File: config.mk
export PLATFORM = sky130hd
export DESIGN_NAME = team_06_delay_line_ctrl
export DESIGN_NICKNAME = d
export VERILOG_FILES = /design/src/rtl/team_06_delay_line_ctrl_pkg.sv /design/src/rtl/team_06_delay_line_ctrl.sv
export SDC_FILE = /design/constraint.sdc
export NUM_CORES = 1
export LEC_CHECK = 0
export BUFFER_PORTS_ARGS = -buffer_cell sky130_fd_sc_hd__buf_4
export CORE_ASPECT_RATIO = 0.9
export CORE_MARGIN = 2
export CORE_UTILIZATION = 50
export DETAILED_ROUTE_END_ITERATION = 10
export PLACE_DENSITY = 0.82
export SETUP_SLACK_MARGIN = 0.15
export SLEW_MARGIN = 20
export SYNTH_ARGS = -nofsm -noshare
export SYNTH_HDL_FRONTEND = slang
export SYNTH_SLANG_ARGS = --single-unit
File: constraint.sdc
create_clock -name clk -period 2.6 [get_ports clk]
set_clock_uncertainty 0.1 [all_clocks]
set_input_delay 0.13 -clock clk [delete_from_list [all_inputs] [get_ports clk]]
set_output_delay 0.13 -clock clk [all_outputs]
set_load 0.005 [all_outputs]
File: src/rtl/team_06_delay_line_ctrl_pkg.sv
// team_06_pkg: shared types and constants for the delay-line controller.
//   state_e    - transaction FSM states
//   SAMPLE_W   - audio sample width in bits
//   AUDIO_ZERO - mid-scale (silence) value for unsigned 8-bit audio
package team_06_pkg;

  localparam int unsigned SAMPLE_W = 8;
  localparam logic [SAMPLE_W-1:0] AUDIO_ZERO = 8'd128;

  typedef enum logic [1:0] {
    IDLE,
    RD_REQ,
    WR_REQ,
    DONE
  } state_e;

endpackage

File: src/rtl/team_06_delay_line_ctrl.sv
// team_06_delay_line_ctrl: circular-buffer delay line kept in external SRAM.
// Each sample_valid runs one read (the sample written d periods ago) and,
// when save_en is set, one write of save_audio at the current write slot.
//   clk, nrst               - clock, asynchronous active-low reset
//   sample_valid/save_audio - new sample strobe and byte to store
//   save_en                 - 0 skips the SRAM write for this period
//   delay_samples           - requested delay (0 behaves as 1)
//   flush                   - clears buffer history and overrun
//   mem_*                   - SRAM request/ack bus, byte addressed
//   past_output/good_data   - delayed sample and its validity
//   busy/overrun            - transaction in progress / sticky drop flag
module team_06_delay_line_ctrl
  import team_06_pkg::*;
#(
  parameter int unsigned          PTR_W     = 12,
  parameter int unsigned          ADDR_W    = 32,
  parameter logic [ADDR_W-1:0]    BASE_ADDR = '0
) (
  input  logic                clk,
  input  logic                nrst,
  input  logic                sample_valid,
  input  logic [SAMPLE_W-1:0] save_audio,
  input  logic                save_en,
  input  logic [PTR_W-1:0]    delay_samples,
  input  logic                flush,
  output logic                mem_req,
  output logic                mem_we,
  output logic [ADDR_W-1:0]   mem_addr,
  output logic [SAMPLE_W-1:0] mem_wdata,
  input  logic [SAMPLE_W-1:0] mem_rdata,
  input  logic                mem_ack,
  output logic [SAMPLE_W-1:0] past_output,
  output logic                good_data,
  output logic                busy,
  output logic                overrun
);

  state_e                state_q, state_d;
  logic [PTR_W-1:0]      wr_ptr_q, wr_ptr_d;
  logic [PTR_W-1:0]      dly_q, dly_d;
  logic [PTR_W:0]        fill_q, fill_d;
  logic [SAMPLE_W-1:0]   byte_q, byte_d;
  logic [SAMPLE_W-1:0]   rdata_q, rdata_d;
  logic                  save_en_q, save_en_d;
  logic                  flush_pend_q, flush_pend_d;
  logic                  mem_req_q, mem_req_d;
  logic                  mem_we_q, mem_we_d;
  logic [ADDR_W-1:0]     mem_addr_q, mem_addr_d;
  logic [SAMPLE_W-1:0]   mem_wdata_q, mem_wdata_d;
  logic [SAMPLE_W-1:0]   past_output_q, past_output_d;
  logic                  good_data_q, good_data_d;
  logic                  busy_q, busy_d;
  logic                  overrun_q, overrun_d;

  logic [PTR_W-1:0]      dly_in_eff;
  logic [PTR_W-1:0]      rd_ptr;
  logic                  hist_ok;

  function automatic logic [ADDR_W-1:0] addr_of(input logic [PTR_W-1:0] p);
    return BASE_ADDR + ADDR_W'(p);
  endfunction

  assign dly_in_eff = (delay_samples == '0) ? PTR_W'(1) : delay_samples;
  assign rd_ptr     = wr_ptr_q - dly_in_eff;
  assign hist_ok    = (fill_q >= {1'b0, dly_q});

  always_comb begin
    state_d       = state_q;
    wr_ptr_d      = wr_ptr_q;
    dly_d         = dly_q;
    fill_d        = fill_q;
    byte_d        = byte_q;
    rdata_d       = rdata_q;
    save_en_d     = save_en_q;
    flush_pend_d  = flush_pend_q;
    mem_req_d     = mem_req_q;
    mem_we_d      = mem_we_q;
    mem_addr_d    = mem_addr_q;
    mem_wdata_d   = mem_wdata_q;
    past_output_d = past_output_q;
    good_data_d   = good_data_q;
    busy_d        = busy_q;
    overrun_d     = overrun_q;

    if (flush) begin
      overrun_d = 1'b0;
    end else if (sample_valid && (state_q != IDLE)) begin
      overrun_d = 1'b1;
    end

    // A flush seen mid-transaction is deferred to DONE so the bus stays legal.
    if (flush && (state_q != IDLE)) begin
      flush_pend_d = 1'b1;
    end

    case (state_q)
      IDLE: begin
        // flush takes priority over a coincident sample_valid.
        if (flush) begin
          wr_ptr_d      = '0;
          fill_d        = '0;
          good_data_d   = 1'b0;
          past_output_d = AUDIO_ZERO;
        end else if (sample_valid) begin
          byte_d       = save_audio;
          save_en_d    = save_en;
          dly_d        = dly_in_eff;
          busy_d       = 1'b1;
          mem_req_d    = 1'b1;
          mem_we_d     = 1'b0;
          mem_addr_d   = addr_of(rd_ptr);
          flush_pend_d = 1'b0;
          state_d      = RD_REQ;
        end
      end
      RD_REQ: begin
        if (mem_ack) begin
          rdata_d   = mem_rdata;
          mem_req_d = 1'b0;
          state_d   = save_en_q ? WR_REQ : DONE;
        end
      end
      WR_REQ: begin
        // First cycle here is the mandatory idle gap; request on the next.
        if (!mem_req_q) begin
          mem_req_d   = 1'b1;
          mem_we_d    = 1'b1;
          mem_addr_d  = addr_of(wr_ptr_q);
          mem_wdata_d = byte_q;
        end else if (mem_ack) begin
          mem_req_d = 1'b0;
          mem_we_d  = 1'b0;
          state_d   = DONE;
        end
      end
      DONE: begin
        if (flush_pend_q || flush) begin
          wr_ptr_d      = '0;
          fill_d        = '0;
          good_data_d   = 1'b0;
          past_output_d = AUDIO_ZERO;
        end else begin
          good_data_d   = hist_ok;
          past_output_d = hist_ok ? rdata_q : AUDIO_ZERO;
          wr_ptr_d      = wr_ptr_q + PTR_W'(1);
          // fill never exceeds DEPTH, so its MSB alone marks saturation.
          if (save_en_q && !fill_q[PTR_W]) begin
            fill_d = fill_q + (PTR_W+1)'(1);
          end
        end
        flush_pend_d = 1'b0;
        busy_d       = 1'b0;
        state_d      = IDLE;
      end
      default: state_d = IDLE;
    endcase
  end

  always_ff @(posedge clk or negedge nrst) begin
    if (!nrst) begin
      state_q       <= IDLE;
      wr_ptr_q      <= '0;
      dly_q         <= PTR_W'(1);
      fill_q        <= '0;
      byte_q        <= '0;
      rdata_q       <= '0;
      save_en_q     <= 1'b0;
      flush_pend_q  <= 1'b0;
      mem_req_q     <= 1'b0;
      mem_we_q      <= 1'b0;
      mem_addr_q    <= BASE_ADDR;
      mem_wdata_q   <= '0;
      past_output_q <= AUDIO_ZERO;
      good_data_q   <= 1'b0;
      busy_q        <= 1'b0;
      overrun_q     <= 1'b0;
    end else begin
      state_q       <= state_d;
      wr_ptr_q      <= wr_ptr_d;
      dly_q         <= dly_d;
      fill_q        <= fill_d;
      byte_q        <= byte_d;
      rdata_q       <= rdata_d;
      save_en_q     <= save_en_d;
      flush_pend_q  <= flush_pend_d;
      mem_req_q     <= mem_req_d;
      mem_we_q      <= mem_we_d;
      mem_addr_q    <= mem_addr_d;
      mem_wdata_q   <= mem_wdata_d;
      past_output_q <= past_output_d;
      good_data_q   <= good_data_d;
      busy_q        <= busy_d;
      overrun_q     <= overrun_d;
    end
  end

  assign mem_req     = mem_req_q;
  assign mem_we      = mem_we_q;
  assign mem_addr    = mem_addr_q;
  assign mem_wdata   = mem_wdata_q;
  assign past_output = past_output_q;
  assign good_data   = good_data_q;
  assign busy        = busy_q;
  assign overrun     = overrun_q;

endmodule
======== Word level (Yosys, flattened, before mapping) ========
Cells that the tools add are included.
word-level totals
  input port bits ......................... 34
  logic and storage cells ................. 99
  output and inout bits ................... 53
  flip-flop bits (word level) ............. 110
operators by class
  add/subtract/negate cells ............... 3
  reductions and logical operators ........ 22
  eq/ne operators ......................... 12
  bitwise logic cells ..................... 2
  $lt $le $gt $ge ......................... 1
  mux-type cells .......................... 43
operator list
  cell                                                             number
  32-bit 2-to-1 mux                                                3
  32-bit one-hot mux with 2 select lines                           1
  13-bit 2-to-1 mux                                                3
  12-bit 2-to-1 mux                                                3
  13-bit one-hot mux with 2 select lines                           1
  8-bit 2-to-1 mux                                                 3
  12-bit one-hot mux with 2 select lines                           1
  1-bit 2-to-1 mux                                                 16
  8-bit one-hot mux with 2 select lines                            1
  2-bit inequality test, second input constant                     7
  13-bit by 1-bit adder with 13-bit output, second input constant  1
  13-bit by 12-bit >= comparator with 1-bit output                 1
  12-bit by 1-bit adder with 12-bit output, second input constant  1
  12-bit logical NOT                                               1
  4-bit AND reduction                                              3
  12-bit subtractor                                                1
  2-bit 2-to-1 mux                                                 5
  3-bit AND reduction                                              3
  1-bit one-hot mux with 2 select lines                            4
  2-bit one-hot mux with 4 select lines                            1
  2-bit nonzero test                                               4
  3-bit inequality test, second input constant                     2
  2-bit AND reduction                                              3
  5-bit AND reduction                                              1
  other kinds (9)                                                  13

======== Logic depth before layout (Yosys ltp) ========
  word-level depth ........................ 6
  depth in mapped cells ................... 11

======== Worst setup path after synthesis ========
OpenSTA, ideal clock, no wires.
  kind .................................... input to register
  start point ............................. input port delay_samples[7]
  end point ............................... register mem_addr_q[10] (netlist: mem_addr[10])
  arrival ................................. 2.226 ns
  stages on the path ...................... 11
  setup time .............................. 0.125 ns
  data required time ...................... 2.375 ns
  slack ................................... 0.149 ns
  cell sequence ........................... nor4_1 -> a31o_2 -> ha_1 -> inv_1 -> fa_1 -> a211oi_2 -> o21bai_1 -> a221oi_2 -> xor2_1 -> o21ai_1 -> mux2_2
on the way
  cells in the longest elaborated chain, start to end .. 6
ends and longest elaborated chain
  item                                    line                            source
  from (decl)                             team_06_delay_line_ctrl.sv:24   input logic [PTR_W-1:0] delay_samples,
  12-bit logical NOT                      team_06_delay_line_ctrl.sv:63   assign dly_in_eff = (delay_samples == '0) ? PTR_W'(1) : delay_samples;
  12-bit 2-to-1 mux                       team_06_delay_line_ctrl.sv:63
  named net dly_in_eff[0]                 team_06_delay_line_ctrl.sv:55   logic [PTR_W-1:0] dly_in_eff;
  12-bit subtractor                       team_06_delay_line_ctrl.sv:64   assign rd_ptr = wr_ptr_q - dly_in_eff;
  32-bit 2-to-1 mux                       team_06_delay_line_ctrl.sv:104  end else if (sample_valid) begin
  32-bit 2-to-1 mux                       team_06_delay_line_ctrl.sv:99   if (flush) begin
  32-bit one-hot mux with 2 select lines  team_06_delay_line_ctrl.sv:96   case (state_q)
  to (signal assigned)                    team_06_delay_line_ctrl.sv:188  mem_addr_q <= mem_addr_d;
  to (decl)                               team_06_delay_line_ctrl.sv:48   logic [ADDR_W-1:0] mem_addr_q, mem_addr_d;
The timed path passes the listed nets, and every way through them passes these cells. The select of a mux whose other input is x is not followed.
A chain may end at the register's enable or synchronous reset.

======== Worst setup path in the final report ========
  start point ............................. input port delay_samples[3]
  end point ............................... register mem_addr_q[11] (netlist: mem_addr[11])
on the way
  cells in the longest elaborated chain, start to end .. 6
ends and longest elaborated chain
  item                                      line
  12-bit logical NOT                        team_06_delay_line_ctrl.sv:63
  12-bit 2-to-1 mux *                       team_06_delay_line_ctrl.sv:63
  12-bit subtractor *                       team_06_delay_line_ctrl.sv:64
  32-bit 2-to-1 mux *                       team_06_delay_line_ctrl.sv:104
  32-bit 2-to-1 mux *                       team_06_delay_line_ctrl.sv:99
  32-bit one-hot mux with 2 select lines *  team_06_delay_line_ctrl.sv:96
Every way passes the cells marked *; elsewhere a longest branch is shown, timed or not. The select of a mux whose other input is x is not followed.

==> summary by stage <==
Worst setup path
The worst endpoint required time is 2.76 ns. The type of the worst setup path is input port to register. The register-to-register setup slack is 0.23 ns. STA classifies the critical path endpoint as a register.

STA puts the critical path data arrival time at 2.54 ns. STA classifies the critical path startpoint as an input port. The reg-to-reg critical path startpoint is wr_ptr_q[0]. Counting stages on the worst path, the most repeated cell is a21oi_1.

The largest individual stage delay along the critical path comes from the cell dlygate4sd3_1. The largest fanout on the critical path is 5. In this run the worst setup path begins at delay_samples[3]. On the worst path, the slowest cell contributes a delay of 0.56 ns.

The signal on the critical path passes through buf_4, dlygate4sd3_1, inv_1, ha_1, a21o_1, a21oi_1, a21oi_1, o41ai_1, mux2i_1, o211ai_1.

Timing
The headroom to the max-slew limit is 64.7%. Setup repair after global routing could not meet its margin everywhere. The setup total negative slack is 0 ns. The share of the clock period used by the worst path after layout is 91.5%. The setup violation total in the final timing report is 0. The routed design could run at a clock period as short as 2.38 ns.

The max-slew violation count was 0. For the pin with the worst max-slew slack, the measured transition is about 0.53 ns. The final hold violation count is 0.

The fmax is 0.421 GHz. Across all setup checks in the final design, the least slack found is 0.222 ns.

Detailed routing
The final routed wirelength across all metal layers is 12.1 mm. The detailed router's first-iteration violation count is 226. In the routed layout, each cell is associated on average with a via count of 5.57. The detail route stage leaves a number of antenna-violating nets equal to 0. The detailed-route DRC error count is 0. Across all layers, the routed design uses 4080 vias. Before antenna repair, the detailed router went through 5 iterations.

Dividing the detail-routed wire length by the instance count gives roughly 17 microns.

Clock tree
Clock-pin slew was measured on the worst setup and hold paths at 0.10 ns. The later pin in the worst-skew pair is clocked with a latency of approximately 0.38 ns. No sink is reached through more buffers than the 2 on the longest clock path.

The CTS sink count is 90. The number of H-tree levels is 3. Clock tree synthesis inserted a total of 9 buffers. TritonCTS built the clock tree. The cell chosen for the clock root is clkbuf_8.

Floorplanning
The die is 109 microns wide. After floorplanning, the core was divided into 34 placement rows. For this configuration, the core starts out at a cell density of a little over 50%. The floorplan step defined a die boundary enclosing 10700 sq um. The I/O pin total is 87. The region available for standard cell placement spans a little under 10000 sq um. The die is 98.3 microns tall.

Power
Net switching is a little under two fifths of the power. In this run the static leakage power is 3.01 nW. The reported net switching power is 1.97 mW. The clock group share of total power is between 10% and 20%. IR analysis of the VDD net gives a maximum drop of slightly above 0.5 mV. Combinational logic burns 40.8% of the power.

Cell internal power was estimated by the tool at 3.22 mW. Of the total power, registers draw 40.9%. Dividing total power by cell area gives a power density of 840 nW/um^2.

Cells and area
The share of cells above drive strength 1 is 23.8%. The top cell types in the final layout, fill and taps aside, are dfrtp_1 (88), buf_4 (85), nand2_1 (37). Relative to the synthesized area, the layout overhead comes to 25.0%. For this run, the post-layout net count is 665.

The repair_antennas step left the layout with diodes totalling 0. Leaving out filler cells and counting taps, the final layout contains roughly 730. The library cell used most frequently in the layout, excluding fill and tap cells, is dfrtp_1.

Synthesis
Of all flip-flops after synthesis, the portion carrying an async set or reset was 100%. Counting flops with a built-in enable in the synthesized netlist gives 0. The synthesized area divided by synthesized cell count is 10.2 sq um. After synthesis, flip-flops and latches occupy 45.6% of the total area. After synthesis the netlist holds a flip-flop and latch count of 90. The most used flip-flop cell after synthesis is dfrtp_1. The synthesized instance count is 487.

The count of unique library cells instantiated by Yosys is 64. The mapped netlist covers 4940 sq um. During synthesis, Yosys emitted a total of 0 warnings.

Global route
The global-route wire length before repair is 20.1 mm. The initial antenna violation count came to 0. The pin count of the biggest net entering global routing is 51. The overall overflow remaining after global route is 0. The via count of the first global-routing pass was 4110. In the global route stage, overall resource usage came out at 24.1%.

Placement
The count of buffers inserted at the top-level ports is 66. Counting tap cells, the placed design contains a total of 682 instances. OpenSTA, run right after detailed placement, puts the worst setup slack at -0.101 ns. The congestion estimate from routability-driven global placement came to about 0.96.

After legalization and detailed placement, the total HPWL measured 8.60 mm.

Outcome
The flow ran to the end, and the final reports show no timing, DRC or antenna violations.

Flow run
The number of violations of the max-capacitance limit is 0.

Hold path
The worst hold path begins at delay_samples[9]. The class of the tightest hold or removal check is input port to register.
layout make-up:
class / instances / area, sq um
Fill cell: 762 / 3480
Multi-Input combinational cell: 345 / 2440
Sequential cell: 90 / 2250
Timing Repair Buffer: 119 / 998
Tap cell: 126 / 158
Inverter: 36 / 135
Clock buffer: 9 / 124
Clock inverter: 7 / 67.6
critical path, delay by kind of cell:
kind	cells	cell delay [ns]
AO/OA/AOI/OAI	5	1.06
adder cells (fa/ha/maj)	1	0.31
buffers and inverters	3	0.79
multiplexers	1	0.24
cells by family (layout without fill, tap and decap cells):
logic type      Yosys count  count (layout)  share of synthesized area (%)
buf+inv                  71             171                           7.41
other cells               1              20                         0.0758
xor+xnor                 16              16                           2.83
mux                      39              39                           8.76
simple gates            120             120                           11.8
flops                    90              90                           45.6
fa+ha+maj                30              30                           7.74
compound gates          120             120                           15.8
metrics by stage:
step | power, mW | util [%] | hold slack, ns | cell area (sq um)
3_5_place_dp | 4.17 | 58.1 | 0.0465 | 5610
3_3_place_gp | 4.04 | 58.1 | 0.0340 | 5610
2_1_floorplan | 3.41 | - | -0.266 | 5020
4_1_cts | 5.18 | 63.4 | 0.0131 | 6130
6_report | 5.19 | 64.0 | 0.0312 | 6180
5_1_grt | 5.58 | 64.0 | 0.0225 | 6180
Yosys cell counts, types with 5 or more instances:
library cell	instances	share of area, %
nor2b_1	6	0.76
nand3_1	11	1.1
mux2_1	12	2.7
xor2_1	6	1.1
ha_1	29	7.3
clkbuf_1	7	0.53
buf_2	7	0.71
a21o_1	6	0.91
inv_1	34	2.6
nor2_1	33	2.5
buf_4	20	3.0
dfrtp_1	88	45
nand4_1	7	0.89
o21ai_1	25	2.5
o21ai_0	18	1.8
a31oi_1	5	0.63
a22o_1	8	1.4
o22ai_1	5	0.63
mux2_2	19	4.3
mux2i_1	7	1.4
xnor2_1	10	1.8
nand2_1	37	2.8
a21oi_1	21	2.1
final timing paths:
check | depth (start not counted) | to
min in group asynchronous | 2 | mem_wdata[5]
worst min-delay path | 3 | dly_q[9]
worst min register to register | 1 | good_data
worst max-delay path | 10 | mem_addr[11]
worst max register to register | 10 | mem_addr[10]
max in group asynchronous | 3 | dly_q[0]
power by group through the flow:
| stage | registers (mW) | logic (mW) | clock network (mW) |
|---|---|---|---|
| floorplan | 2.08 | 1.33 | 0 |
| global placement | 2.12 | 1.92 | 0 |
| detailed placement | 2.15 | 2.03 | 0 |
| CTS | 2.12 | 2.09 | 0.973 |
| global route | 2.18 | 2.38 | 1.02 |
| finish | 2.12 | 2.12 | 0.948 |
state kept, by name (all words and copies together) (netlist names):
signal        flops
fill_q           13
dly_q            12
mem_addr         12
wr_ptr_q         12
byte_q            8
mem_wdata         8
past_output       8
rdata_q           8
state_q           2
busy              1
flush_pend_q      1
good_data         1
mem_req           1
mem_we            1
overrun           1
save_en_q         1
metal layers:
layer,GRT usage (%),share of wire [%]
met1,32.1,43
met2,39.2,48
met3,5.74,6.4
met4,6.71,1.9
met5,0,0
timing repair:
item,in CTS,in global routing
hold endpoints to repair,70,0
setup endpoints to repair,1,14
buffers inserted,1,1
gates resized for setup,0,9
hold buffers,32,0
pin swaps,0,6
Note: power is estimated with default switching activity, not from simulation.
